### src/rtl/fifo_sync_wm_if.sv
// Handshake and status bundle for fifo_sync_wm.
// The master side issues reads and writes. The slave side (the FIFO) returns
// data and status.
interface fifo_sync_wm_if #(
  parameter int BIT_WIDTH = 16,
  parameter int CW        = 4
);
  logic                 read_en;
  logic [BIT_WIDTH-1:0] read_data;
  logic                 read_valid;
  logic                 write_en;
  logic [BIT_WIDTH-1:0] write_data;
  logic                 clear_stat;
  logic                 fifo_empty;
  logic                 fifo_full;
  logic                 almost_empty;
  logic                 almost_full;
  logic [CW-1:0]        count;
  logic [CW-1:0]        max_count;
  logic                 overflow;
  logic                 underflow;

  modport master (
    output read_en, write_en, write_data, clear_stat,
    input  read_data, read_valid, fifo_empty, fifo_full, almost_empty,
           almost_full, count, max_count, overflow, underflow
  );

  modport slave (
    input  read_en, write_en, write_data, clear_stat,
    output read_data, read_valid, fifo_empty, fifo_full, almost_empty,
           almost_full, count, max_count, overflow, underflow
  );
endinterface

### src/rtl/fifo_sync_wm.sv
// Synchronous flop-based FIFO for activation and partial-sum buffering.
// Features:
// - The depth does not have to be a power of two.
// - The occupancy count is explicit.
// - Almost-full and almost-empty thresholds are programmable.
// - The read port is either show-ahead or registered.
// - Overflow and underflow flags are sticky.
// - A high-watermark tracker records the peak occupancy.
module fifo_sync_wm #(
  parameter int BIT_WIDTH          = 16,
  parameter int FIFO_DEPTH         = 12,
  parameter int ALMOST_FULL_THRES  = 10,
  parameter int ALMOST_EMPTY_THRES = 2,
  parameter int READ_MODE          = 0
) (
  input logic           clk,
  input logic           rst,
  fifo_sync_wm_if.slave bus
);
  localparam int CW = $clog2(FIFO_DEPTH + 1);
  localparam int PW = $clog2(FIFO_DEPTH);
  localparam logic [PW-1:0] LAST_PTR = PW'(FIFO_DEPTH - 1);

  logic [BIT_WIDTH-1:0] mem_q [FIFO_DEPTH];
  logic [PW-1:0]        wr_ptr_q, wr_ptr_d;
  logic [PW-1:0]        rd_ptr_q, rd_ptr_d;
  logic [CW-1:0]        count_q, count_d;
  logic [CW-1:0]        max_count_q, max_count_d;
  logic                 overflow_q, overflow_d;
  logic                 underflow_q, underflow_d;
  logic                 fifo_empty, fifo_full, rd_acc, wr_acc;

  // Status comes from the registered count only, so it never depends on read_en or write_en.
  assign fifo_empty = (count_q == '0);
  assign fifo_full  = (count_q == CW'(FIFO_DEPTH));

  // A read is accepted only when data is present.
  // When full, a write is accepted only if a read frees a slot in the same cycle.
  assign rd_acc = bus.read_en & ~fifo_empty;
  assign wr_acc = bus.write_en & (~fifo_full | rd_acc);

  assign bus.fifo_empty   = fifo_empty;
  assign bus.fifo_full    = fifo_full;
  assign bus.almost_empty = (count_q <= CW'(ALMOST_EMPTY_THRES));
  assign bus.almost_full  = (count_q >= CW'(ALMOST_FULL_THRES));
  assign bus.count        = count_q;
  assign bus.max_count    = max_count_q;
  assign bus.overflow     = overflow_q;
  assign bus.underflow    = underflow_q;

  // Next-state logic for the pointers, occupancy and statistics.
  always_comb begin
    // NOTE: every output of this block gets a default first, so no path can infer a latch.
    wr_ptr_d = wr_ptr_q;
    rd_ptr_d = rd_ptr_q;
    count_d  = count_q;
    if (wr_acc) wr_ptr_d = (wr_ptr_q == LAST_PTR) ? '0 : wr_ptr_q + PW'(1);
    if (rd_acc) rd_ptr_d = (rd_ptr_q == LAST_PTR) ? '0 : rd_ptr_q + PW'(1);
    case ({wr_acc, rd_acc})
      2'b10:   count_d = count_q + CW'(1);
      2'b01:   count_d = count_q - CW'(1);
      default: count_d = count_q;
    endcase
    // A new error wins over clear_stat in the same cycle.
    overflow_d  = (bus.write_en & ~wr_acc) | (overflow_q & ~bus.clear_stat);
    underflow_d = (bus.read_en & fifo_empty) | (underflow_q & ~bus.clear_stat);
    // On clear_stat, the watermark restarts from the occupancy it is about to have.
    max_count_d = (bus.clear_stat || (count_d > max_count_q)) ? count_d : max_count_q;
  end

  // Control and statistics registers, cleared asynchronously.
  always_ff @(posedge clk or posedge rst) begin
    // NOTE: sequential state uses non-blocking assignments, so every flop samples pre-edge values.
    if (rst) begin
      wr_ptr_q    <= '0;
      rd_ptr_q    <= '0;
      count_q     <= '0;
      max_count_q <= '0;
      overflow_q  <= 1'b0;
      underflow_q <= 1'b0;
    end else begin
      wr_ptr_q    <= wr_ptr_d;
      rd_ptr_q    <= rd_ptr_d;
      count_q     <= count_d;
      max_count_q <= max_count_d;
      overflow_q  <= overflow_d;
      underflow_q <= underflow_d;
    end
  end

  // Storage array. A write at full plus a read replaces the slot being read.
  always_ff @(posedge clk) begin
    // NOTE: the array has no reset. A reset clears count and pointers, so stale words are never visible.
    if (wr_acc) mem_q[wr_ptr_q] <= bus.write_data;
  end

  if (READ_MODE == 0) begin : g_show_ahead
    assign bus.read_data  = fifo_empty ? '0 : mem_q[rd_ptr_q];
    assign bus.read_valid = ~fifo_empty;
  end else begin : g_registered
    logic [BIT_WIDTH-1:0] rd_data_q, rd_data_d;
    logic                 rd_valid_q, rd_valid_d;

    // Capture the head word on an accepted read. Otherwise hold the data and drop valid.
    always_comb begin
      rd_data_d  = rd_data_q;
      rd_valid_d = rd_acc;
      if (rd_acc) rd_data_d = mem_q[rd_ptr_q];
    end

    // Registered read port, cleared asynchronously.
    always_ff @(posedge clk or posedge rst) begin
      if (rst) begin
        rd_data_q  <= '0;
        rd_valid_q <= 1'b0;
      end else begin
        rd_data_q  <= rd_data_d;
        rd_valid_q <= rd_valid_d;
      end
    end

    assign bus.read_data  = rd_data_q;
    assign bus.read_valid = rd_valid_q;
  end
endmodule

### src/flat_wrapper.sv
// flat-port wrapper written by rule: the top's interface ports become plain ports
module fifo_sync_wm_flat 
#(
  parameter int BIT_WIDTH          = 16,
  parameter int FIFO_DEPTH         = 12,
  parameter int ALMOST_FULL_THRES  = 10,
  parameter int ALMOST_EMPTY_THRES = 2,
  parameter int READ_MODE          = 0
)
  (clk, rst, bus_read_en, bus_write_en, bus_write_data, bus_clear_stat, bus_read_data, bus_read_valid, bus_fifo_empty, bus_fifo_full, bus_almost_empty, bus_almost_full, bus_count, bus_max_count, bus_overflow, bus_underflow);
  fifo_sync_wm_if #(.BIT_WIDTH(BIT_WIDTH)) bus_i ();
  input logic clk;
  input logic rst;
  input wire logic [$bits(bus_i.read_en)-1:0] bus_read_en;
  input wire logic [$bits(bus_i.write_en)-1:0] bus_write_en;
  input wire logic [$bits(bus_i.write_data)-1:0] bus_write_data;
  input wire logic [$bits(bus_i.clear_stat)-1:0] bus_clear_stat;
  output wire logic [$bits(bus_i.read_data)-1:0] bus_read_data;
  output wire logic [$bits(bus_i.read_valid)-1:0] bus_read_valid;
  output wire logic [$bits(bus_i.fifo_empty)-1:0] bus_fifo_empty;
  output wire logic [$bits(bus_i.fifo_full)-1:0] bus_fifo_full;
  output wire logic [$bits(bus_i.almost_empty)-1:0] bus_almost_empty;
  output wire logic [$bits(bus_i.almost_full)-1:0] bus_almost_full;
  output wire logic [$bits(bus_i.count)-1:0] bus_count;
  output wire logic [$bits(bus_i.max_count)-1:0] bus_max_count;
  output wire logic [$bits(bus_i.overflow)-1:0] bus_overflow;
  output wire logic [$bits(bus_i.underflow)-1:0] bus_underflow;
  assign bus_i.read_en = bus_read_en;
  assign bus_i.write_en = bus_write_en;
  assign bus_i.write_data = bus_write_data;
  assign bus_i.clear_stat = bus_clear_stat;
  assign bus_read_data = bus_i.read_data;
  assign bus_read_valid = bus_i.read_valid;
  assign bus_fifo_empty = bus_i.fifo_empty;
  assign bus_fifo_full = bus_i.fifo_full;
  assign bus_almost_empty = bus_i.almost_empty;
  assign bus_almost_full = bus_i.almost_full;
  assign bus_count = bus_i.count;
  assign bus_max_count = bus_i.max_count;
  assign bus_overflow = bus_i.overflow;
  assign bus_underflow = bus_i.underflow;
  fifo_sync_wm #(.BIT_WIDTH(BIT_WIDTH), .FIFO_DEPTH(FIFO_DEPTH), .ALMOST_FULL_THRES(ALMOST_FULL_THRES), .ALMOST_EMPTY_THRES(ALMOST_EMPTY_THRES), .READ_MODE(READ_MODE)) u_core (.clk(clk), .rst(rst), .bus(bus_i));
endmodule
### config.mk
export PLATFORM = sky130hd
export DESIGN_NAME = fifo_sync_wm_flat
export DESIGN_NICKNAME = d
export VERILOG_FILES = /design/src/rtl/fifo_sync_wm_if.sv /design/src/rtl/fifo_sync_wm.sv /design/src/flat_wrapper.sv
export SDC_FILE = /design/constraint.sdc
export NUM_CORES = 1
export LEC_CHECK = 0
export CORE_MARGIN = 2
export CORE_UTILIZATION = 65
export CTS_CLUSTER_DIAMETER = 40
export DETAILED_ROUTE_END_ITERATION = 16
export DONT_BUFFER_PORTS = 1
export PLACE_DENSITY = 0.81
export SLEW_MARGIN = 25
export SYNTH_ARGS = -nofsm -noshare
export SYNTH_HDL_FRONTEND = slang
export SYNTH_SLANG_ARGS = --single-unit
### constraint.sdc
create_clock -name clk -period 11.4 [get_ports clk]
set_input_delay 0.57 -clock clk [delete_from_list [all_inputs] [get_ports clk]]
set_output_delay 0.57 -clock clk [all_outputs]
set_load 0.01 [all_outputs]
==> flow_summary_export.csv <==
group,metric,value,unit
synth,netlist_area,8490,um2
clock_network,cts-root-buf,"clkbuf_16",
synth,syn_inst,450,
clock_network,cts_buffer_depth,3,
worst_setup_path,startpoint_type,"flip-flop",
global_routing,antenna_found_initial,0,
worst_setup_path,cp-end-kind,"flip-flop",
placement,place_congestion,0.744,
final_layout,antenna_cells,0,
pwr,p_leak,0.00325,uW
global_routing,grt_pass1_wl,25700,um
final_layout,syn_to_final_growth,12.5,%
pwr,power,2590,uW
timing,hold_viol,0,
synth,seq_area_frac_synth,0.732,
synth,syn_nets,483,
final_layout,nFillCells,692,
worst_setup_path,crit_required,11.79,ns
worst_setup_path,path_max_fanout,11,
clock_network,clk_latency,0.52,ns
route,postRouteAntennaNets,0,
clock_network,clock_sinks,210,
clock_network,tritoncts,"done",
worst_setup_path,cp-startpoint,"u_core.bus.count[1]$_DFF_PP0_",
worst_setup_path,crit_path_top_delay_cell,"or4_4",
final_layout,final_cell_mix,"edfxtp_1 (192), mux4_2 (48), nor2_1 (38)",
floorplanning,dieHeight,118,um
route,wl_per_cell,26.1,um
clock_network,cts_buffers,27,
clock_network,cts_setup_buffers,0,
global_routing,grt_overflow,0,
floorplanning,rows,41,
final_layout,final_layout_size_suffix_gt1_frac,0.234,
synth,yosys_most_used_dff,"edfxtp_1",
synth,async_flop_share,0.0857,
timing,fin_crit_sh,0.376,
timing,setup_tns,0,ns
timing,finalClockSkew,0.0138,ns
timing,slew_violations,0,
run_status,status,"completed",
timing,setup_violations,0,
worst_setup_path,crit_chain,"or4_4, nand2_4, inv_1, ha_1, xor2_1, ha_1, a21oi_1, xor2_1, nor2_1, xor2_1, ha_1, o21ai_0, a21oi_1, o31ai_1, mux2_2",
clock_network,path_clk_slew,0.05,ns
clock_network,post_cts_resized,0,
floorplanning,boundaryPins,52,
floorplanning,die_w,118,um
final_layout,fin_nets,494,
pwr,ir_drop,0.153,mV
global_routing,grt_max_degree,53,
route,vias,4193,
synth,avgSynthCellArea,18.9,um2
clock_network,h-tree-depth,1,
timing,worst_slew_pin_slew,1.03,ns
final_layout,layout_commonest_cell,"edfxtp_1",
synth,ys_ff_latch,210,
global_routing,grt_pass1_vias,4455,
worst_setup_path,worst-endpoint-arrival,4.68,ns
synth,ys_warn_count,0,
route,drt_first_pass_iters,5,
synth,yosysUniqueCellTypes,40,
timing,rsz0062_at_grt,"false",
hold_path,hold_class,"input pin to async pin",
worst_setup_path,max_stage_delay,0.63,ns
floorplanning,initial_core_util,0.670,
pwr,p_per_area,271,nW/um2
route,post_drt_via_cell_ratio,6.41,
route,drc_errors,0,
timing,fin_crit,4.28,ns
synth,synth-edff-count,192,
placement,io_buffers,0,
run,max-cap-violations,0,
clock_network,hold_buffers,0,
global_routing,grt_use_total,0.248,
timing,maxSlewHeadroom,0.313,
floorplanning,die-area,14000,um2
worst_setup_path,r2r-start,"u_core.bus.count[1]$_DFF_PP0_",
placement,place_hpwl,8520,um
route,drtIter0Drc,369,
worst_setup_path,crit_type,"flip-flop to flip-flop",
floorplanning,coreArea,12700,um2
timing,timing.fmax,0.233,GHz
route,wirelength,17100,um
[final timing paths]
path,to,slack (ns),depth (start not counted)
worst max-delay path,u_core.bus.max_count[2]$_DFFE_PP0P_,7.12,15
worst min-delay path,u_core.wr_ptr_q[1]$_DFFE_PP0P_,0.05,1
worst max register to register,u_core.bus.max_count[2]$_DFFE_PP0P_,7.12,15
worst min register to register,u_core.bus.max_count[0]$_DFFE_PP0P_,0.58,2
max in group asynchronous,u_core.rd_ptr_q[0]$_DFFE_PP0P_,10.83,1
min in group clk,u_core.mem_q[6][3]$_DFFE_PP_,0.14,0
[through the flow]
stage          instance area [um2]  instances  utilization  worst slack, ns  hold WS [ns]
2_1_floorplan                 8490        450            -             7.59         0.509
3_3_place_gp                  8610        603        0.679             7.42         0.557
3_5_place_dp                  8610        603        0.679             7.21         0.571
4_1_cts                       9520        653        0.751             7.14        0.0587
5_1_grt                       9550        654        0.754             6.82         0.107
6_report                      9550        654        0.754             7.12        0.0535
[state kept, by name (all words and copies together), names as in the netlist]
signal                flops
u_core.bus.count          4
u_core.bus.max_count      4
u_core.bus.overflow       1
u_core.bus.underflow      1
u_core.mem_q            192
u_core.rd_ptr_q           4
u_core.wr_ptr_q           4
[critical path: cells and delay by family, from the launching register on]
kind	cells	cell delay, ns
AOI/OAI and AO/OA	4	0.95
xor gates and xnor gates	3	0.53
adders and majority gates	3	0.80
buffers and inverters	1	0.10
DFF	1	0.51
muxes	1	0.40
and+or+nand+nor	3	0.86
[final cells by class]
cell class / count / area [um2] / share of cell area
Clock buffer: 32 / 704 / 0.0737
Inverter: 14 / 52.6 / 0.00550
Timing Repair Buffer: 4 / 50.0 / 0.00524
Tap cell: 172 / 215 / 0.0225
Multi-Input combinational cell: 204 / 2100 / 0.220
Clock inverter: 18 / 205 / 0.0215
Sequential cell: 210 / 6220 / 0.651
[cells by family after synthesis]
kind of cell    synth area share
buf+inv                   0.0215
simple gates              0.0424
fa+ha+maj                 0.0177
xor+xnor                 0.00604
mux                        0.151
flops                      0.732
compound gates            0.0293
[cells in the mapped netlist, types with 2 or more instances]
| cell | count | area share |
|---|---|---|
| and2_1 | 8 | 0.0059 |
| nand2_1 | 13 | 0.0057 |
| mux2i_1 | 17 | 0.020 |
| a21o_1 | 2 | 0.0018 |
| mux2_2 | 3 | 0.0040 |
| clkbuf_1 | 11 | 0.0049 |
| nor2_1 | 38 | 0.017 |
| and3_1 | 5 | 0.0037 |
| inv_1 | 13 | 0.0057 |
| a21oi_1 | 21 | 0.012 |
| dfrtp_1 | 18 | 0.053 |
| edfxtp_1 | 192 | 0.68 |
| nor3_1 | 2 | 0.0012 |
| o21ai_0 | 13 | 0.0077 |
| buf_2 | 5 | 0.0029 |
| xor2_1 | 3 | 0.0031 |
| mux4_2 | 48 | 0.13 |
| buf_6 | 5 | 0.0066 |
| ha_1 | 12 | 0.018 |
[power breakdown]
part	internal, uW	total [uW]	switching [uW]	leakage, uW
logic	314	714	401	0.000865
clock network	518	842	325	0.000437
registers	944	1030	87.0	0.00195
total	1770	2590	812	0.00325
[routing by layer]
metal  routed length [um]  track usage
met3                 1130       0.0531
met1                 6440        0.325
met4                  421       0.0783
met5                    0            0
met2                 9120        0.421
Power figures use the tool's default switching activity.
